`config.mk`:
```
export PLATFORM = sky130hd
export DESIGN_NAME = clock_set_controller
export DESIGN_NICKNAME = d
export VERILOG_FILES = /design/src/rtl/clock_set_controller.sv
export SDC_FILE = /design/constraint.sdc
export NUM_CORES = 1
export LEC_CHECK = 0
export BUFFER_PORTS_ARGS = -buffer_cell sky130_fd_sc_hd__buf_2
export CORE_MARGIN = 3
export CORE_UTILIZATION = 45
export CTS_BUF_LIST = sky130_fd_sc_hd__clkbuf_8 sky130_fd_sc_hd__clkbuf_16
export CTS_CLUSTER_DIAMETER = 40
export DETAILED_ROUTE_END_ITERATION = 8
export PLACE_DENSITY_LB_ADDON = 0.05
export SYNTH_ARGS = -nofsm -noshare
export SYNTH_HDL_FRONTEND = slang
export SYNTH_SLANG_ARGS = --single-unit
```
`constraint.sdc`:
```
create_clock -name clk -period 4.61 [get_ports clk]
set_clock_uncertainty 0.15 [all_clocks]
set_input_delay 0.922 -clock clk [delete_from_list [all_inputs] [get_ports clk]]
set_output_delay 0.922 -clock clk [all_outputs]
set_load 0.01 [all_outputs]
```
`src/rtl/clock_set_controller.sv`:
```
// Time-set sequencer for the MM:SS chain; tick passthrough is combinational, load/clear strobes one clk after the commit press.
// No backpressure: buttons are levels and tick_in a pulse, all sampled every clk.
module clock_set_controller #(
    parameter logic [31:0] BLINK_DIV    = 32'd12_500_000,
    parameter logic [31:0] REPEAT_DELAY = 32'd25_000_000,
    parameter logic [31:0] REPEAT_RATE  = 32'd5_000_000,
    parameter logic [31:0] TIMEOUT_S    = 32'd10
) (
    input  logic       clk,
    input  logic       reset,
    input  logic       tick_in,
    input  logic       mode_btn,
    input  logic       inc_btn,
    input  logic [7:0] cur_min,
    output logic       tick_out,
    output logic [7:0] load_min,
    output logic       load_we,
    output logic       sec_clr,
    output logic [3:0] blank,
    output logic [1:0] state
);
    typedef enum logic [1:0] {
        RUN    = 2'd0,
        SET_MT = 2'd1,
        SET_MO = 2'd2,
        COMMIT = 2'd3
    } state_t;

    state_t      state_q, state_d;
    logic [7:0]  edit_q, edit_d;
    logic [7:0]  load_min_q, load_min_d;
    logic        mode_q, mode_d, inc_q, inc_d;
    logic [31:0] hold_q, hold_d;
    logic        rpt_phase_q, rpt_phase_d;
    logic [31:0] idle_q, idle_d;
    logic [31:0] blink_q, blink_d;
    logic        phase_q, phase_d;

    logic mode_e, inc_e, in_set, rpt_fire, inc_fire, timeout;

    // Digits above 9 (copied raw from cur_min) fold back to 0 like 9 does.
    function automatic logic [3:0] bcd_inc(input logic [3:0] d);
        return (d >= 4'd9) ? 4'd0 : d + 4'd1;
    endfunction

    always_comb begin
        mode_d   = mode_btn;
        inc_d    = inc_btn;
        mode_e   = mode_btn & ~mode_q;
        inc_e    = inc_btn & ~inc_q;
        in_set   = (state_q == SET_MT) || (state_q == SET_MO);

        // hold_q counts held cycles; first compare target is the delay, then the rate.
        hold_d      = '0;
        rpt_phase_d = 1'b0;
        rpt_fire    = 1'b0;
        if (in_set && inc_btn) begin
            if (inc_e) begin
                hold_d = 32'd1;
            end else if (hold_q + 32'd1 == (rpt_phase_q ? REPEAT_RATE : REPEAT_DELAY)) begin
                rpt_fire    = 1'b1;
                rpt_phase_d = 1'b1;
            end else begin
                hold_d      = hold_q + 32'd1;
                rpt_phase_d = rpt_phase_q;
            end
        end
        inc_fire = in_set & (inc_e | rpt_fire) & ~mode_e;

        idle_d  = idle_q;
        timeout = 1'b0;
        if (!in_set || mode_e || inc_e) begin
            idle_d = '0;
        end else if (tick_in) begin
            idle_d  = idle_q + 32'd1;
            timeout = (idle_q + 32'd1 >= TIMEOUT_S);
        end

        state_d    = state_q;
        edit_d     = edit_q;
        load_min_d = load_min_q;
        case (state_q)
            RUN: begin
                if (mode_e) begin
                    edit_d  = cur_min;
                    state_d = SET_MT;
                end
            end
            SET_MT: begin
                if (mode_e)        state_d = SET_MO;
                else if (timeout)  state_d = RUN;
                else if (inc_fire) edit_d[7:4] = bcd_inc(edit_q[7:4]);
            end
            SET_MO: begin
                if (mode_e) begin
                    state_d    = COMMIT;
                    load_min_d = edit_q;
                end else if (timeout) begin
                    state_d = RUN;
                end else if (inc_fire) begin
                    edit_d[3:0] = bcd_inc(edit_q[3:0]);
                end
            end
            default: state_d = RUN;
        endcase

        blink_d = blink_q;
        phase_d = phase_q;
        if (in_set) begin
            if (blink_q == BLINK_DIV - 32'd1) begin
                blink_d = '0;
                phase_d = ~phase_q;
            end else begin
                blink_d = blink_q + 32'd1;
            end
        end
        if (inc_fire) phase_d = 1'b0;
        // Each newly entered edit digit starts visible with a fresh half-period.
        if (state_d != state_q && (state_d == SET_MT || state_d == SET_MO)) begin
            blink_d = '0;
            phase_d = 1'b0;
        end
    end

    always_ff @(posedge clk or posedge reset) begin
        if (reset) begin
            state_q     <= RUN;
            edit_q      <= '0;
            load_min_q  <= '0;
            mode_q      <= 1'b1;
            inc_q       <= 1'b1;
            hold_q      <= '0;
            rpt_phase_q <= 1'b0;
            idle_q      <= '0;
            blink_q     <= '0;
            phase_q     <= 1'b0;
        end else begin
            state_q     <= state_d;
            edit_q      <= edit_d;
            load_min_q  <= load_min_d;
            mode_q      <= mode_d;
            inc_q       <= inc_d;
            hold_q      <= hold_d;
            rpt_phase_q <= rpt_phase_d;
            idle_q      <= idle_d;
            blink_q     <= blink_d;
            phase_q     <= phase_d;
        end
    end

    assign tick_out = tick_in & (state_q == RUN);
    assign load_we  = (state_q == COMMIT);
    assign sec_clr  = (state_q == COMMIT);
    assign load_min = load_min_q;
    assign blank    = {phase_q & (state_q == SET_MT), phase_q & (state_q == SET_MO), 2'b00};
    assign state    = state_q;
endmodule

```
==> qor.yml, run 1 <==
timing.final.crit_share_pct: 87.67
p_leak_nw: 3.374
vias_per_cell: 5.812
die_y_um: 135.0
drt_wl_total_um: 17360
grt_max_degree: 67
firstDrtPassIters: 4
fillers: 1520
clk_pin_slew_worst_paths_ns: 0.06
max_cap_violations: 0
synth.distinct_cells: 87
slew_headroom_pct: 44.26
setup_violations: 0
drc: 0
synth-edff-count: 0
io_pins: 30
cts_buffers: 17
cts_root_buffer: "clkbuf_16"
grt_pass1_vias: 6035
fp-row-count: 46
endpoint_kind: "flip-flop"
antenna_found_initial: 0
insertion_delay_ns: 0.43
synth.top_cells.by_area: "dfrtp_1, xor2_1, nor2_1"
vdd_drop_max_mv: 0.2958
drtAntennaViolNets: 0
max_freq_ghz: 0.2474
final_common_cell: "dfrtp_1"
crit_fanout: 10
nets: 877
drv_slew: 0
synth_top_area_share_pct: 38.75
synth_area_leader_cell: "dfrtp_1"
dpl.hpwl_um: 11900
drt_iter0_drc: 279
cellPowerDensity_nw_per_um2: 442.6
port_buffers: 27
die_area_um2: 18230
drive_above_1_share_pct: 14.02
cts_max_path_buffers: 2
core_area_um2: 16120
ys_seq_area_share_pct: 39.45
syn_inst: 844
utilization_pct: 51.89
min_period_ns: 4.042
mostFrequentLayoutCells: "dfrtp_1, nor2_1, nand2_1, xor2_1, nand3_1"
startpoint_type: "flip-flop"
tritoncts: "yes"
antenna_cells_inserted: 0
ys_ff_latch: 118
area_delta_synth_final_pct: 11.63
tightestPinTransition_ns: 0.8360
place_congestion: 0.8648
outcome: "finished clean"
hold_path_class: "reg2reg"
async_flop_share_pct: 100.0
multi_input_area_um2: 4175
tns_ns: 0
worstPathArrival_ns: 4.20
required_ns: 4.76
hold_viol: 0
regArea_um2: 2955
grt_overflow: 0
htree_levels: 4
initial_core_util_pct: 46.48
cts_setup_buffers: 0
yosysWarnings: 0
vias: 6271
grt.total_usage_pct: 19.83
rsz0062_at_grt: "false"
wl_per_cell_um: 16.09
die_w_um: 135.0
fin_hold_ws_ns: 0.3325
worstSetupPathType: "reg2reg"
grt_first_pass_wirelength_um: 29610
clock_sinks: 118
syn_area_um2: 7491
synth_ff_type: "dfrtp_1"
avgSynthCellArea_um2: 8.876
==> synthesized netlist by cell type, drive strengths merged (21+ instances only) <==
cell type,n
nand3,48
nand4,32
dfrtp,116
clkbuf,30
xnor2,27
nor2,103
o21ai,34
nor4,30
a21oi,40
xor2,50
buf,21
nor3,28
and3,33
nand2,67
inv,28
==> per-layer routing <==
layer  vias up  wire [µm]  share of wire, %  track usage (%)
met4         0        191               1.1            5.151
met2       102       8171                47            31.96
met5         -          0                 0                0
met3        19        572               3.3            4.620
met1      3098       8428                49            27.12
li1       3052          -                 -                -
==> cell type report <==
type	count	area share (%)
sequential	118	35.34
timing repair buffer	37	2.663
clock buffer	20	5.581
clock inverter	12	1.960
tap	216	3.232
inverter	28	1.287
multi-input combinational	648	49.93
==> path summary, 6_finish.rpt <==
path	depth (start not counted)	from	slack, ns	end
worst max-delay path	11	hold_q[0]	0.57	edit_q[3]
worst min-delay path	2	load_min[5]	0.33	load_min[5]
worst max register to register	11	hold_q[0]	0.57	edit_q[3]
min in group asynchronous	2	reset	0.54	hold_q[26]
worst min register to register	2	load_min[5]	0.33	load_min[5]
max in group asynchronous	3	reset	2.96	inc_q
==> stage by stage <==
stage	instance area, µm²	cells	total power, mW	setup slack, ns
floorplan	7495	845	2.018	0.4122
global placement	7727	1047	2.270	0.4534
detailed placement	7727	1047	2.296	0.3009
CTS	8358	1079	3.731	0.3297
global route	8362	1079	3.926	0.2658
finish	8362	1079	3.701	0.5684
==> cell families (layout without fill, tap and decap cells) <==
| group | Yosys count | in the layout | share of synthesized area (%) |
|---|---|---|---|
| simple gates | 398 | 398 | 28.88 |
| compound gates | 145 | 145 | 13.51 |
| flops | 118 | 118 | 39.45 |
| buf+inv | 79 | 97 | 4.910 |
| xor+xnor | 77 | 77 | 9.003 |
| fa+ha+maj | 14 | 14 | 2.338 |
| mux | 12 | 12 | 1.854 |
| other cells | 1 | 2 | 0.05006 |
==> timing repair <==
item / in CTS / in global routing
setup endpoints to repair: 0 / 14
gates resized for setup: 0 / 1
hold buffers: 0 / 0
==> worst max-delay path, stage by stage, from the launching register on <==
cell	delay, ns
dfrtp_1	0.43
ha_1	0.30
nand4_4	0.22
nor4_4	0.57
nand4_1	0.17
xor2_1	0.20
or4_4	0.56
a2111oi_4	0.39
buf_4	0.20
o221ai_2	0.21
and3_1	0.25
a211o_1	0.26
==> sequential cells by signal, summed over array words and instances, names as in the netlist <==
signal       cells
blink_q         32
hold_q          32
idle_q          32
edit_q           8
load_min         8
state            2
inc_q            1
mode_q           1
phase_q          1
rpt_phase_q      1
==> power by group <==
group	switching, mW	internal [mW]	leakage (nW)
clock	0.517	0.900	0.296
sequential	0.109	1.14	1.61
combinational	0.690	0.343	1.46
total	1.32	2.38	3.37
(Power assumes the default switching activity.)
==> run 2, diff against run 1 <==
--- a/config.mk
+++ b/config.mk
@@ -6,6 +6,7 @@
 export NUM_CORES = 1
 export LEC_CHECK = 0
 export BUFFER_PORTS_ARGS = -buffer_cell sky130_fd_sc_hd__buf_2
+export CORE_ASPECT_RATIO = 1.75
 export CORE_MARGIN = 3
 export CORE_UTILIZATION = 45
 export CTS_BUF_LIST = sky130_fd_sc_hd__clkbuf_8 sky130_fd_sc_hd__clkbuf_16
==> run 2 against run 1 <==
- register-to-register slack worse by 0.05 ns
- die area is 0.34% higher
- count of clock-buffer cells in the layout shrank 1
- clock power about the same
- first-iteration DRC count decreased by 1.8%
- maximum frequency decreased by 1.1%
- non-clock buffer count is 1 higher
- final area about the same
- worst hold slack gained 0.0018 ns
- critical path depth unchanged
- critical path type unchanged
- critical endpoint is now edit_q[7]
- highest routed layer unchanged
==> qor.yml, run 2 (synthesis gave the netlist of run 1 again) <==
outcome: "finished clean"  # unchanged
grt_max_degree: 75  # was 67
worstSetupPathType: "reg2reg"  # unchanged
grt_first_pass_wirelength_um: 32290  # was 29,610 µm
hold_path_end: "load_min[0]"  # was load_min[5]
reg2reg_slack_ns: 0.52  # was 0.57 ns
nets: 878  # was 877
reg2reg_depth: 11  # unchanged
port_buffers: 27  # unchanged
startpoint_type: "flip-flop"  # unchanged
worstPathArrival_ns: 4.25  # was 4.20 ns
reg_top3: "blink_q x32, hold_q x32, idle_q x32"  # unchanged
core_area_um2: 16100  # was 16,120 µm²
min_from: "load_min[0]"  # was load_min[5]
io_pins: 30  # unchanged
endpoint_kind: "flip-flop"  # unchanged
drtAntennaViolNets: 0  # unchanged
die_area_um2: 18290  # was 18,230 µm²
grt_overflow: 0  # unchanged
max_cap_violations: 0  # unchanged
wl_per_cell_um: 17.20  # was 16.09 µm
rsz0062_at_grt: "false"  # unchanged
place_congestion: 0.8482  # was 0.8648
r2r_start: "hold_q[0]"  # unchanged
cts_max_path_buffers: 2  # unchanged
die_y_um: 176.7  # was 135.0 µm
min_period_ns: 4.088  # was 4.042 ns
drv_slew: 0  # unchanged
grt.total_usage_pct: 21.43  # was 19.83%
placed_area_um2: 7740  # was 7727 µm²
fillers: 1515  # was 1,520
hold_viol: 0  # unchanged
setup_violations: 0  # unchanged
p_leak_nw: 3.380  # was 3.374 nW
vdd_drop_max_mv: 0.2427  # was 0.2958 mV
timing.final.crit_share_pct: 88.69  # was 87.67%
clock_sinks: 118  # unchanged
drt_iter0_drc: 274  # was 279
holdPathStages: 2  # unchanged
dr_wl_met2_um: 10290  # was 8171 µm
dpl.hpwl_um: 13350  # was 11,900 µm
drive_above_1_share_pct: 14.12  # was 14.02%
required_ns: 4.77  # was 4.76 ns
cts_buffers: 17  # unchanged
tritoncts: "yes"  # unchanged
cts_setup_buffers: 0  # unchanged
drc: 0  # unchanged
tns_ns: 0  # unchanged
clk_pin_slew_worst_paths_ns: 0.06  # about the same
drt-met1-wl_um: 7357  # was 8428 µm
post-route-cell-area_um2: 8367  # was 8362 µm²
slew_headroom_pct: 35.03  # was 44.26%
vias_per_cell: 5.824  # was 5.812
top_layer: "met4"  # unchanged
crit_fanout: 10  # unchanged
insertion_delay_ns: 0.43  # about the same
area_delta_synth_final_pct: 11.69  # was 11.63%
grt_pass1_vias: 6678  # was 6,035
die_w_um: 103.5  # was 135.0 µm
crit_start: "hold_q[0]"  # unchanged
firstDrtPassIters: 5  # was 4
wl_met3_um: 431  # was 572 µm
drt_wl_total_um: 18650  # was 17,360 µm
cellPowerDensity_nw_per_um2: 442.3  # was 442.6 nW/µm²
reg2reg_to: "edit_q[7]"  # was edit_q[3]
antenna_cells_inserted: 0  # unchanged
cts_root_buffer: "clkbuf_16"  # unchanged
vias: 6313  # was 6,271
utilization_pct: 51.95  # was 51.89%
antenna_found_initial: 0  # unchanged
hold_path_class: "reg2reg"  # unchanged
fp-row-count: 61  # was 46
htree_levels: 4  # unchanged
final_common_cell: "dfrtp_1"  # unchanged
initial_core_util_pct: 46.52  # was 46.48%
max_freq_ghz: 0.2446  # was 0.2474 GHz
mostFrequentLayoutCells: "dfrtp_1, nor2_1, nand2_1, xor2_1, nand3_1"  # unchanged
tightestPinTransition_ns: 0.9745  # was 0.8360 ns
==> run 2: how the worst max path moves through the flow <==
| stage | to | slack [ns] |
|---|---|---|
| finish | edit_q[7] | 0.52 |
| global route | blink_q[15] | 0.23 |
| CTS | blink_q[15] | 0.27 |
| detailed placement | blink_q[15] | 0.29 |
| global placement | blink_q[21] | 0.45 |
| floorplan | blink_q[0] | 0.41 |
==> run 2: critical path: stages (launching register included) <==
cell and delay, ns:
dfrtp_1 0.43, ha_1 0.29, nand4_4 0.22, nor4_4 0.55
and4_1 0.31, o221ai_2 0.09, or4_4 0.54, a2111oi_4 0.46
o21ai_2 0.15, nor4_4 0.31, a31o_4 0.17, mux2_4 0.29
==> run 2: area by class of cell <==
type,instances,area [µm²],area share [%]
flip-flops and latches,118,2955,35.32
multi-input cells,648,4175,49.90
inverters,28,107.6,1.286
clock buffers,19,452.9,5.413
clock inverters,13,170.2,2.034
well taps,220,275.3,3.290
repair buffers,38,230.2,2.752
==> run 2: power by group <==
group / switching [mW] / total [mW] / internal (mW)
logic: 0.697 / 1.04 / 0.347
registers: 0.111 / 1.25 / 1.14
clock network: 0.521 / 1.41 / 0.885
==> run 2: through the flow <==
stage / hold slack (ns) / total power [mW] / setup slack (ns) / instances
global placement: 0.3167 / 2.287 / 0.4506 / 1052
floorplan: 0.3388 / 2.018 / 0.4122 / 845
CTS: 0.3396 / 3.732 / 0.2729 / 1084
detailed placement: 0.3255 / 2.316 / 0.2886 / 1052
global route: 0.3613 / 3.924 / 0.2261 / 1084
finish: 0.3343 / 3.701 / 0.5215 / 1084
==> run 2: what timing repair did <==
| item | in CTS | in global routing |
|---|---|---|
| endpoints found under the setup margin | 0 | 14 |
| hold buffers | 0 | 0 |
| gates resized for setup | 0 | 1 |
==> run 2: metal layers <==
layer,vias up,global-route usage (%)
li1,3042,-
met1,3132,22.90
met3,38,4.126
met4,0,10.15
met2,101,40.36
met5,-,0
==> run 3, diff against run 2 <==
--- a/config.mk
+++ b/config.mk
@@ -5,6 +5,7 @@
 export SDC_FILE = /design/constraint.sdc
 export NUM_CORES = 1
 export LEC_CHECK = 0
+export ABC_AREA = 1
 export BUFFER_PORTS_ARGS = -buffer_cell sky130_fd_sc_hd__buf_2
 export CORE_ASPECT_RATIO = 1.75
 export CORE_MARGIN = 3
==> run 3 against run 2 <==
- global-route usage up 1.8 points
- first-iteration DRC count grew 6.6%
- non-clock buffer count fell by 5
- core utilization decreased by 0.22 points
==> qor.yml, run 3 <==
outcome: "finished clean"  # unchanged
cpPeakStageDelay_ns: 0.45  # was 0.55 ns
max_freq_ghz: 0.2790  # was 0.2446 GHz
endpoint_kind: "flip-flop"  # unchanged
setup_violations: 0  # unchanged
fin_hold_ws_ns: 0.3302  # was 0.3343 ns
required_ns: 4.75  # was 4.77 ns
crit_path_top_delay_cell: "dfrtp_1"  # was nor4_4
synth_area_leader_cell: "dfrtp_1"  # unchanged
synth.distinct_cells: 47  # was 87
mostFrequentLayoutCells: "nand2_1, nor2_1, inv_1, dfrtp_1, nand3_1"  # was dfrtp_1, nor2_1, nand2_1, xor2_1, nand3_1
core_area_um2: 16520  # was 16,100 µm²
worstPathArrival_ns: 3.72  # was 4.25 ns
die_area_um2: 18570  # was 18,290 µm²
io_pins: 30  # unchanged
crit_fanout: 20  # was 10
drtAntennaViolNets: 0  # unchanged
firstDrtPassIters: 5  # unchanged
dpl.hpwl_um: 15750  # was 13,350 µm
insertion_delay_ns: 0.43  # about the same
syn_inst: 1102  # was 844
die_w_um: 104.3  # was 103.5 µm
hold_path_class: "reg2reg"  # unchanged
worstPathCellList: "inv_1 > ha_1 > buf_4 > inv_1 > buf_4 > nor3_1 > nand2_1 > buf_4 > clkinv_1 > buf_4 > nand2_2 > nand2_1 > nand2_1 > nand2_1 > nand2_1 > nand3_1 > nand2_2 > inv_2 > nor2_1"  # was ha_1 > nand4_4 > nor4_4 > and4_1 > o221ai_2 > or4_4 > a2111oi_4 > o21ai_2 > nor4_4 > a31o_4 > mux2_4
initial_core_util_pct: 46.06  # was 46.52%
grt_max_degree: 63  # was 75
reg_top3: "blink_q x32, hold_q x32, idle_q x32"  # unchanged
synth.top_cells.by_area: "dfrtp_1, nand2_1, nor2_1"  # was dfrtp_1, xor2_1, nor2_1
synth_common_cells: "nand2_1, nor2_1, inv_1"  # was dfrtp_1, nor2_1, nand2_1
startpoint_type: "flip-flop"  # unchanged
drc: 0  # unchanged
grt_first_pass_wirelength_um: 34210  # was 32,290 µm
die_y_um: 178.0  # was 176.7 µm
cpMostUsedCell: "nand2_1"  # was nor4_4
cts_buffers: 17  # unchanged
synth_top_area_share_pct: 38.14  # was 38.75%
cts_setup_buffers: 0  # unchanged
tritoncts: "yes"  # unchanged
timing.final.crit_share_pct: 77.74  # was 88.69%
nets: 1162  # was 878
cellPowerDensity_nw_per_um2: 395.0  # was 442.3 nW/µm²
drv_slew: 0  # unchanged
drt_iter0_drc: 292  # was 274
p_leak_nw: 3.704  # was 3.380 nW
cts_resized: 0  # unchanged
final_common_cell: "nand2_1"  # was dfrtp_1
synth-edff-count: 0  # unchanged
drive_above_1_share_pct: 9.495  # was 14.12%
clock_sinks: 118  # unchanged
tightestPinTransition_ns: 1.109  # was 0.9745 ns
antenna_found_initial: 0  # unchanged
async_flop_share_pct: 100.0  # unchanged
cts_max_path_buffers: 2  # unchanged
vias: 7002  # was 6,313
area_delta_synth_final_pct: 12.31  # was 11.69%
worstSetupPathType: "reg2reg"  # unchanged
rsz0062_at_grt: "false"  # unchanged
syn_area_um2: 7611  # was 7491 µm²
min_period_ns: 3.584  # was 4.088 ns
min_from: "load_min[5]"  # was load_min[0]
grt.total_usage_pct: 23.23  # was 21.43%
vdd_drop_max_mv: 0.5516  # was 0.2427 mV
postCtsHoldBufs: 0  # unchanged
vias_per_cell: 5.103  # was 5.824
grt_overflow: 0  # unchanged
fp-row-count: 62  # was 61
clk_pin_slew_worst_paths_ns: 0.06  # about the same
drt_wl_total_um: 20570  # was 18,650 µm
synth_ff_type: "dfrtp_1"  # unchanged
tns_ns: 0  # unchanged
antenna_cells_inserted: 0  # unchanged
grt_pass1_vias: 7117  # was 6,678
place_congestion: 0.9135  # was 0.8482
yosysWarnings: 0  # unchanged
wl_per_cell_um: 14.99  # was 17.20 µm
cts_root_buffer: "clkbuf_16"  # unchanged
crit_start: "state[1]"  # was hold_q[0]
max_cap_violations: 0  # unchanged
ys_ff_latch: 118  # unchanged
hold_viol: 0  # unchanged
port_buffers: 27  # unchanged
slew_headroom_pct: 25.92  # was 35.03%
htree_levels: 4  # unchanged
post-synth-top-count-cell: "nand2_1"  # was dfrtp_1
p_total_mw: 3.377  # was 3.701 mW
avgSynthCellArea_um2: 6.907  # was 8.876 µm²
r2r_start: "state[1]"  # was hold_q[0]
ys_seq_area_share_pct: 38.83  # was 39.45%
run 3: changes by cell type after synthesis, sizes merged, moves of 21 or more:
cell,before,now
a21oi,40,17
and3,33,1
clkbuf,30,9
inv,28,145
nand2,67,333
nor2,103,184
run 3: kinds of logic after synthesis:
family	Yosys count	share of synthesized area, %
AO/OA/AOI/OAI	96	7.529
XOR/XNOR	42	4.833
adder cells (fa/ha/maj)	14	2.302
buffers and inverters	166	8.696
flip-flops	118	38.83
multiplexers	1	0.1479
other	1	0.04927
AND/OR/NAND/NOR	664	37.61
run 3: metrics by stage:
step                      util (%)  instance area, µm²  instances  setup slack (ns)
after global placement       48.27                7976       1340             1.067
after CTS                    51.73                8548       1372             1.026
after global routing         51.73                8548       1372            0.6402
after detailed placement     48.27                7976       1340             1.049
final                        51.73                8548       1372             1.026
after floorplan                  -                7615       1103            0.4122
run 3: path summary, 6_finish.rpt:
kind	end	slack, ns	cells past startpoint
setup / recovery	blink_q[6]	1.03	19
hold / removal	load_min[5]	0.33	2
setup reg to reg	blink_q[6]	1.03	19
hold reg to reg	load_min[5]	0.33	2
max in group asynchronous	mode_q	2.99	3
min in group asynchronous	blink_q[20]	0.50	2
run 3: cell type report:
type / count / area, µm²
clock inverter: 12 / 105.1
multi-input combinational: 819 / 3998
timing repair buffer: 33 / 192.7
fill: 1707 / 7975
inverter: 146 / 550.5
tap: 224 / 280.3
clock buffer: 20 / 466.7
sequential: 118 / 2955
run 3: layer usage:
layer	global-route usage, %	wire length [µm]
met1	24.19	7966
met2	45.20	11510
met3	4.020	492
met4	9.817	604
met5	0	0
run 3: critical path, delay by kind of cell (launching register included):
| kind | cells | cell delay (ns) |
|---|---|---|
| buffers and inverters | 8 | 1.45 |
| flip-flops | 1 | 0.45 |
| AND/OR/NAND/NOR | 10 | 1.09 |
| adder cells (fa/ha/maj) | 1 | 0.28 |
run 3: power by group:
group / internal, mW / leakage (nW) / switching [mW]
logic: 0.251 / 1.82 / 0.624
clock network: 0.780 / 0.269 / 0.503
registers: 1.13 / 1.62 / 0.0880
total: 2.16 / 3.70 / 1.22
